===== config.mk =====
export PLATFORM = sky130hd
export DESIGN_NAME = fantasticfft_ifft8_stream
export DESIGN_NICKNAME = d
export VERILOG_FILES = /design/src/rtl/fantasticfft_ifft8_stream.sv
export SDC_FILE = /design/constraint.sdc
export NUM_CORES = 1
export LEC_CHECK = 0
export ABC_AREA = 1
export CORE_MARGIN = 8
export CORE_UTILIZATION = 60
export DETAILED_ROUTE_END_ITERATION = 8
export MAX_ROUTING_LAYER = met4
export PLACE_DENSITY = 0.86
export SLEW_MARGIN = 15
export SYNTH_ARGS = -nofsm -noshare
export SYNTH_HDL_FRONTEND = slang
export SYNTH_SLANG_ARGS = --single-unit

===== constraint.sdc =====
create_clock -name clk_i -period 11.31 [get_ports clk_i]
set_clock_uncertainty 0.15 [all_clocks]
set_input_delay 1.6965 -clock clk_i [delete_from_list [all_inputs] [get_ports clk_i]]
set_output_delay 1.6965 -clock clk_i [all_outputs]
set_load 0.02 [all_outputs]

===== src/rtl/fantasticfft_ifft8_stream.sv =====
// Streaming 8-point radix-2 DIT inverse FFT with 1/8 output scaling.
// Samples load in bit-reversed order, one shared butterfly runs 12 times
// in place, and results stream out in natural order.
module fantasticfft_ifft8_stream #(
  parameter int DATA_W = 8,
  parameter int TW_W   = 8
) (
  input  logic                     clk_i,
  input  logic                     rst_i,
  input  logic                     in_valid_i,
  output logic                     in_ready_o,
  input  logic signed [DATA_W-1:0] in_re_i,
  input  logic signed [DATA_W-1:0] in_im_i,
  output logic                     out_valid_o,
  input  logic                     out_ready_i,
  output logic signed [DATA_W-1:0] out_re_o,
  output logic signed [DATA_W-1:0] out_im_o,
  output logic [2:0]               out_idx_o,
  output logic                     out_last_o
);

  // 0.7071 in Q1.(TW_W-2); 45 at TW_W=8
  localparam int CINT   = int'(0.70710678 * real'(1 << (TW_W - 2)));
  localparam int SH     = TW_W - 2;
  localparam int PROD_W = DATA_W + TW_W + 2;
  localparam int PW     = DATA_W + 1;
  localparam int SUM_W  = DATA_W + 2;
  localparam logic signed [PROD_W-1:0] C_EXT   = PROD_W'(CINT);
  localparam logic signed [PROD_W-1:0] ROUND_K = PROD_W'(2 ** (TW_W - 3));
  localparam logic [3:0] LAST_STEP = 4'd12;

  typedef enum logic [1:0] {LOAD, COMPUTE, UNLOAD} state_t;

  state_t                   state_q, state_d;
  logic [2:0]               cnt_q, cnt_d;
  logic [3:0]               step_q, step_d;
  logic signed [DATA_W-1:0] memRe_q [8];
  logic signed [DATA_W-1:0] memIm_q [8];

  logic [1:0]               stage, bfly, twk;
  logic [2:0]               topIdx, botIdx, loadIdx;
  logic                     doButterfly;
  logic signed [DATA_W-1:0] topRe, topIm, botRe, botIm;
  logic signed [PROD_W-1:0] botReX, botImX, prodDiff, prodSum;
  logic signed [DATA_W:0]   rndDiff, rndSum, rndNegSum;
  logic signed [DATA_W:0]   pRe, pIm;
  logic signed [SUM_W-1:0]  addRe, addIm, subRe, subIm;
  logic signed [DATA_W-1:0] newTopRe, newTopIm, newBotRe, newBotIm;

  // step 0..11 are butterflies (stage = step/4); step 12 is a drain cycle
  assign stage       = step_q[3:2];
  assign bfly        = step_q[1:0];
  assign doButterfly = (state_q == COMPUTE) && (step_q != LAST_STEP);
  assign loadIdx     = {cnt_q[0], cnt_q[1], cnt_q[2]};

  // butterfly pair addresses and twiddle index for the current step
  always_comb begin
    topIdx = 3'd0;
    botIdx = 3'd0;
    twk    = 2'd0;
    case (stage)
      2'd0: begin
        topIdx = {bfly, 1'b0};
        botIdx = {bfly, 1'b1};
        twk    = 2'd0;
      end
      2'd1: begin
        topIdx = {bfly[1], 1'b0, bfly[0]};
        botIdx = {bfly[1], 1'b1, bfly[0]};
        twk    = {bfly[0], 1'b0};
      end
      2'd2: begin
        topIdx = {1'b0, bfly};
        botIdx = {1'b1, bfly};
        twk    = bfly;
      end
      default: begin
        topIdx = 3'd0;
        botIdx = 3'd0;
        twk    = 2'd0;
      end
    endcase
  end

  assign topRe = memRe_q[topIdx];
  assign topIm = memIm_q[topIdx];
  assign botRe = memRe_q[botIdx];
  assign botIm = memIm_q[botIdx];

  // (C,C)*x and (-C,C)*x share C*(re-im) and C*(re+im), rounded half-up
  assign botReX    = PROD_W'(botRe);
  assign botImX    = PROD_W'(botIm);
  assign prodDiff  = (botReX - botImX) * C_EXT;
  assign prodSum   = (botReX + botImX) * C_EXT;
  assign rndDiff   = PW'((prodDiff + ROUND_K) >>> SH);
  assign rndSum    = PW'((prodSum + ROUND_K) >>> SH);
  assign rndNegSum = PW'((-prodSum + ROUND_K) >>> SH);

  // select the inverse-twiddle product W^-k * mem[bot]
  always_comb begin
    pRe = PW'(botRe);
    pIm = PW'(botIm);
    case (twk)
      2'd0: begin
        pRe = PW'(botRe);
        pIm = PW'(botIm);
      end
      2'd1: begin
        pRe = rndDiff;
        pIm = rndSum;
      end
      2'd2: begin
        pRe = -PW'(botIm);
        pIm = PW'(botRe);
      end
      default: begin
        pRe = rndNegSum;
        pIm = rndDiff;
      end
    endcase
  end

  assign addRe    = SUM_W'(topRe) + SUM_W'(pRe);
  assign addIm    = SUM_W'(topIm) + SUM_W'(pIm);
  assign subRe    = SUM_W'(topRe) - SUM_W'(pRe);
  assign subIm    = SUM_W'(topIm) - SUM_W'(pIm);
  assign newTopRe = DATA_W'(addRe >>> 1);
  assign newTopIm = DATA_W'(addIm >>> 1);
  assign newBotRe = DATA_W'(subRe >>> 1);
  assign newBotIm = DATA_W'(subIm >>> 1);

  // state, sample counter and butterfly step registers
  always_ff @(posedge clk_i or posedge rst_i) begin
    if (rst_i) begin
      state_q <= LOAD;
      cnt_q   <= 3'd0;
      step_q  <= 4'd0;
    end else begin
      state_q <= state_d;
      cnt_q   <= cnt_d;
      step_q  <= step_d;
    end
  end

  // next-state logic: LOAD counts inputs, COMPUTE steps, UNLOAD counts outputs
  always_comb begin
    state_d = state_q;
    cnt_d   = cnt_q;
    step_d  = step_q;
    case (state_q)
      LOAD: begin
        if (in_valid_i) begin
          cnt_d = cnt_q + 3'd1;
          if (cnt_q == 3'd7) begin
            state_d = COMPUTE;
            step_d  = 4'd0;
          end
        end
      end
      COMPUTE: begin
        if (step_q == LAST_STEP) begin
          state_d = UNLOAD;
          cnt_d   = 3'd0;
        end else begin
          step_d = step_q + 4'd1;
        end
      end
      UNLOAD: begin
        if (out_ready_i) begin
          cnt_d = cnt_q + 3'd1;
          if (cnt_q == 3'd7) begin
            state_d = LOAD;
          end
        end
      end
      default: begin
        state_d = LOAD;
        cnt_d   = 3'd0;
        step_d  = 4'd0;
      end
    endcase
  end

  // sample memory: bit-reversed writes on load, in-place butterfly updates
  always_ff @(posedge clk_i or posedge rst_i) begin
    if (rst_i) begin
      for (int i = 0; i < 8; i++) begin
        memRe_q[i] <= '0;
        memIm_q[i] <= '0;
      end
    end else if (state_q == LOAD && in_valid_i) begin
      memRe_q[loadIdx] <= in_re_i;
      memIm_q[loadIdx] <= in_im_i;
    end else if (doButterfly) begin
      memRe_q[topIdx] <= newTopRe;
      memIm_q[topIdx] <= newTopIm;
      memRe_q[botIdx] <= newBotRe;
      memIm_q[botIdx] <= newBotIm;
    end
  end

  assign in_ready_o  = (state_q == LOAD);
  assign out_valid_o = (state_q == UNLOAD);
  assign out_re_o    = out_valid_o ? memRe_q[cnt_q] : '0;
  assign out_im_o    = out_valid_o ? memIm_q[cnt_q] : '0;
  assign out_idx_o   = out_valid_o ? cnt_q : 3'd0;
  assign out_last_o  = out_valid_o && (cnt_q == 3'd7);

endmodule


== Word-level counts from Yosys, hierarchy flattened ==
Cells that the tools add are included.

* Multipliers: 2
* Bitwise logic cells: 5
* $add $sub $neg: 13
* Reduce and logical (&&, ||, !) cells: 13
* Shifts and indexed selects: 0
* $lt $le $gt $ge: 7
* Div/mod/pow operators: 0
* Eq/ne operators: 15
* Multiplexer cells: 56

{| class="wikitable"
|+ Operators with widths
! operator !! count
|-
| bitwise mux 64 bit || 6
|-
| 2-to-1 mux 64 bit || 4
|-
| binary-select mux 8 bit (select 3 bit) || 6
|-
| 2-to-1 mux 8 bit || 17
|-
| demux 8 bit (select 3 bit) || 3
|-
| one-hot mux 9 bit (3 select lines) || 2
|-
| adder 15 x 7 -> 15 bit, second input constant || 3
|-
| multiplier 9 x 7 -> 15 bit, second input constant || 2
|-
| one-hot mux 3 bit (3 select lines) || 3
|-
| adder 8 x 9 -> 9 bit || 2
|-
| subtractor 8 x 9 -> 9 bit || 2
|-
| greater-or-equal comparator 4 bit, second input constant || 4
|-
| NOT 3 -> 4 bit || 4
|-
| negator 15 bit || 1
|-
| < comparator 4 x 1 -> 1 bit, second input constant || 3
|-
| 2-to-1 mux 3 bit || 4
|-
| 2-to-1 mux 4 bit || 3
|-
| one-hot mux 4 bit (3 select lines) || 1
|-
| 2-to-1 mux 2 bit || 5
|-
| adder 8 x 8 -> 9 bit || 1
|-
| negator 8 -> 9 bit || 1
|-
| subtractor 8 x 8 -> 9 bit || 1
|-
| inequality test 2 x 1 -> 1 bit, second input constant || 4
|-
| == test 2 x 1 -> 1 bit, second input constant || 3
|-
| 16 further kinds || 26
|}

* Logic and storage cells: 130
* Memories: 0
* Input bits: 20
* Flip-flop bits (word level): 137
* Output and inout bits: 22
* Memory bits (writable): 0
* ROM bits: 0
* Bits in latches: 0

== Longest topological paths before layout ==
* Word-level depth: 16
* Depth in mapped cells: 61
* Mapped depth without buffers: 59

== Worst setup path after synthesis ==
No wires, ideal clock.

* Kind: reg2reg
* From: register step_q[2]
* To: register memRe_q[15] in the netlist's numbering
* Required time: 11.087 ns
* Stages on the path, launching flop included: 51
* Data arrival time: 8.292 ns
* Library setup time: 0.073 ns
* Slack: 2.795 ns
* Buffers on the path: 3
* Clock period less this slack: 8.515 ns
* Cell sequence: dfrtp_1 -> inv_1 -> ha_1 -> nand2_1 -> o21ai_4 -> o21ai_4 -> clkinv_4 -> buf_8 -> nor3_2 -> buf_2 -> a221oi_1 -> nand2_1 -> inv_1 -> ha_1 -> o31ai_1 -> a21oi_1 -> o21ai_0 -> a21oi_1 -> [15 not listed] -> o21ai_0 -> a32oi_1 -> ha_1 -> clkbuf_1 -> inv_1 -> a21oi_1 -> nor2_1 -> nor2_1 -> inv_1 -> a21oi_1 -> nor2_1 -> nor2_1 -> inv_1 -> nand3_4 -> nand3_1 -> nand2_1 -> nand2_1 -> a21oi_2

* Cells in the longest elaborated chain, start to end: 16
* Elaborated cells on any way between the ends: 48
* Classes of those cells: add/sub: 8; mul: 2; order compare: 4; eq/ne: 5; mux: 21; bitwise: 2; reduce/logical: 6

{| class="wikitable"
|+ RTL lines
! element !! line !! text
|-
| start, declared || 36 || <nowiki>logic [3:0] step_q, step_d;</nowiki>
|-
| start signal, assigned || 141 || <nowiki>step_q <= step_d;</nowiki>
|-
| == test 2 bit (tied with other cells) || 61 || <nowiki>case (stage)</nowiki>
|-
| one-hot mux 3 bit (3 select lines) || 61 ||
|-
| NOT 3 -> 4 bit (implied by the code) || 87, 88, 197 ||
|-
| binary-select mux 8 bit (select 3 bit) (on tied branches) || 87, 88 ||
|-
| 2-to-1 mux 8 bit (on tied branches) (2 in series) || 87, 88 ||
|-
| adder 8 x 8 -> 9 bit || 94 || <nowiki>assign prodSum = (botReX + botImX) * C_EXT;</nowiki>
|-
| multiplier 9 x 7 -> 15 bit || 94 ||
|-
| negator 15 bit || 97 || <nowiki>assign rndNegSum = PW'((-prodSum + ROUND_K) >>> SH);</nowiki>
|-
| adder 15 x 7 -> 15 bit || 97 ||
|-
| one-hot mux 9 bit (3 select lines) || 103 || <nowiki>case (twk)</nowiki>
|-
| adder 8 x 9 -> 9 bit || 123 || <nowiki>assign addRe = SUM_W'(topRe) + SUM_W'(pRe);</nowiki>
|-
| bitwise mux 64 bit || 195 || <nowiki>memRe_q[topIdx] <= newTopRe;</nowiki>
|-
| bitwise mux 64 bit || 197 || <nowiki>memRe_q[botIdx] <= newBotRe;</nowiki>
|-
| 2-to-1 mux 64 bit || 194 || <nowiki>end else if (doButterfly) begin</nowiki>
|-
| 2-to-1 mux 64 bit || 191 || <nowiki>end else if (state_q == LOAD && in_valid_i) begin</nowiki>
|-
| end signal, assigned by index || 192 || <nowiki>memRe_q[loadIdx] <= in_re_i;</nowiki>
|-
| end signal, assigned by index || 195 ||
|-
| end signal, assigned by index || 197 ||
|-
| end, declared || 37 || <nowiki>logic signed [DATA_W-1:0] memRe_q [8];</nowiki>
|}

Several ways; a longest one is shown, not always the timed one. The select of a mux whose other input is x is not followed.
A chain may end at the register's enable or synchronous reset.

== Worst setup path after layout ==
* From: register step_q[3]
* To: register memRe_q[23] in the netlist's numbering

Same word-level chain as after synthesis.

==> impl_results.md <==
* Outcome: finished, violations left
* Violated checks: design-rule violations
* Clk slew on worst S/H paths at 0.06 ns
* EDFF count, synth at 0
* Non-filler instance count after layout at 2999
* Crit path launch type: flop
* Hold path start: memIm_q[27]
* DP HPWL at 52200 um
* Die area at approximately 0.034 mm2
* FF-to-FF Start: step_q[3]
* Clk Latency, worst-skew pair at 0.44 ns
* Port bufs at 41
* Vias per inst at 6.759
* DRC errors left at 26
* Synth Instances at 2616
* FMAX at 0.09327 GHz
* Final Slew Violations at 0
* Vias in the first global route at 19531
* Final hold viol count at 0
* Mapped Area at 0.01693 mm2
* Yosys Warn Count at 0
* Synth cell count leaders: nand2_1 (574), inv_1 (306), a21oi_1 (278), nor2_1 (200), o21ai_0 (180)
* Crit-path most repeated cell: inv_1
* Slowest cell on crit path: fa_1
* Reg-to-reg setup timing slack at around 0.59 ns
* DR pass1 iterations at 9
* Slew HR at 12.77%
* Largest area contributor in the netlist: dfrtp_1
* Post-synth cell types at 63
* Routed wire per std cell at about 25 um
* Largest fanout on the critical path at 15
* Horiz. Die Dim at about 180 um
* Finished Core Util at 65.77%
* Share of cells above drive strength 1 at under 10%
* Total Routing Usage GR at 45.27%
* Crit path from: step_q[3]
* DR vias at between 20000 and 25000
* CTS root buf: clkbuf_16
* Global route total overflow at 0
* R2R depth at 48
* H-tree lvl count at 4
* Total CTS buffers at 17
* Max-cap violation count at 0
* Fillcell total at roughly 2600
* Synth top area share at 20.25%
* GPL Wtd Cong at between 1 and 1.5
* CTS sink count at 137
* Initial Utilization at 60.93%
* CP endpoint: memRe_q[23]
* Most frequent cell after synthesis: nand2_1
* Deepest clock path buffer count at 2
* Syn Nets at 2797
* Core area at 0.02778 mm2
* Crit path kind: flop to flop
* Layout area overhead at 7.939%
* Post-Route WL at 75160 um
* Final Cycle Share at 94.79%
* Die H at 184.0 um
* Initial antenna violation count at 6
* Unrepaired setup endpoints after global routing: no
* Register area at 0.003428 mm2
* Arrival @ worst endpoint at between 10 and 15 ns
* Area contributors post-synth: dfrtp_1 (20%), nand2_1 (13%), ha_1 (9.3%), a21oi_1 (8.2%), inv_1 (6.8%)
* Largest net degree at the start of global routing at 83
* R2r endpoint: memRe_q[23]
* WP data required at 11.52 ns
* CTS tree: done
* Max incr delay on CP at between 0.5 and 0.6 ns
* Num ports at 42
* Min-delay worst type: flop to flop
* Nets@finish at 2785
* Hold WS at 0.3492 ns
* Row cnt at 61
* Global-route wire length before repair at roughly 110000 um
* Fraction of registers with async set/reset at 100.0%
* #FFs+latches synth at 137
* CP Capture Type: flop
* Antenna Nets Post-Route at 0
* Seq/Total Area, Yosys at 20.25%
* Worst-Margin Slew at 1.305 ns
* DR iter-0 viols at roughly 3600
* Final setup fails at 0
* Multi-input gate area at 0.01171 mm2
* Setup tns final at 0 ns
* Final min period at 10.72 ns
* Avg Inst Size Synth at 6.471 um2
* Most used DFF post-synth: dfrtp_1
* Placed Cells at ~3000
## critical path, delay by kind of cell (launching register included)
family,cells,cell delay [ns]
XOR/XNOR,2,0.56
AND/OR/NAND/NOR,15,2.18
AO/OA/AOI/OAI,13,2.83
flip-flops,1,0.41
adder cells (fa/ha/maj),8,3.01
buffers and inverters,10,1.47
## layout by cell type, fill, tap and decap left out, types with 9 or more instances in the layout
| master | n |
|---|---|
| nand2_2 | 22 |
| nand2_1 | 574 |
| nand4_1 | 10 |
| o22ai_1 | 100 |
| a21oi_2 | 9 |
| a22oi_1 | 55 |
| clkbuf_16 | 17 |
| nand2_4 | 10 |
| o21a_1 | 9 |
| dfrtp_1 | 137 |
| fa_1 | 35 |
| o21ai_1 | 67 |
| nor2_1 | 197 |
| inv_1 | 304 |
| ha_1 | 126 |
| nor2_2 | 11 |
| a21oi_1 | 277 |
| o21ai_0 | 180 |
| nand3_2 | 17 |
| nand3_1 | 169 |
| clkdlybuf4s50_1 | 41 |
| xor2_1 | 28 |
| buf_4 | 45 |
| nor3_1 | 17 |
| inv_2 | 33 |
## kinds of logic (layout without fill, tap and decap cells)
group                      count (synthesis)  count (layout)  share of synthesized area [%]
AOI/OAI and AO/OA                        754             754                          25.55
xor gates and xnor gates                  35              35                          1.944
adders and majority gates                161             161                          13.45
buffers and inverters                    464             463                          10.88
DFF                                      137             137                          20.25
muxes                                      1               1                        0.06652
other                                      0               6                              0
and+or+nand+nor                         1064            1064                          27.86
## stage by stage
| stage | cell area (um2) | setup slack [ns] |
|---|---|---|
| 6_report | 18270 | 0.5889 |
| 5_1_grt | 18270 | 0.05062 |
| 4_1_cts | 18190 | 0.4351 |
| 3_5_place_dp | 17620 | 0.4769 |
| 3_3_place_gp | 17620 | 0.8833 |
| 2_1_floorplan | 16930 | 2.795 |
## sequential cells by signal (all words and copies together) (netlist names)
register and cells:
memIm_q 64, memRe_q 64, step_q 4, cnt_q 3
state_q 2
## layer usage
| metal | global-route usage [%] | share of wire [%] | vias to the layer above |
|---|---|---|---|
| li1 | - | - | 8773 |
| met1 | 51.25 | 34 | 9175 |
| met2 | 65.17 | 42 | 1792 |
| met3 | 16.74 | 16 | 529 |
| met4 | 32.66 | 8.7 | 0 |
| met5 | - | 0 | - |
## repair_timing
item / in CTS / in global routing
setup buffers: 0 / 3
hold buffers: 0 / 0
resized for setup: 0 / 7
hold endpoints to repair: 0 / 0
endpoints found under the setup margin: 0 / 60
## worst min-delay path by stage
stage	depth (start not counted)	end
final	2	memIm_q[27]
after global routing	2	memRe_q[17]
after CTS	2	memIm_q[17]
after detailed placement	2	memIm_q[17]
after global placement	2	memIm_q[17]
after floorplan	2	memIm_q[17]
## final cells by class
cell class              count  area share (%)
multi-input cells        2015           64.11
flip-flops and latches    137           18.76
inverters                 346           7.190
repair buffers             87           4.157
well taps                 378           2.589
clock buffers              19           2.424
clock inverters            11          0.6848
diodes                      6         0.08217
Power is left out: the tool's default activity adds up to more than one toggle a clock period on the data nets, which glitch-free logic cannot reach.
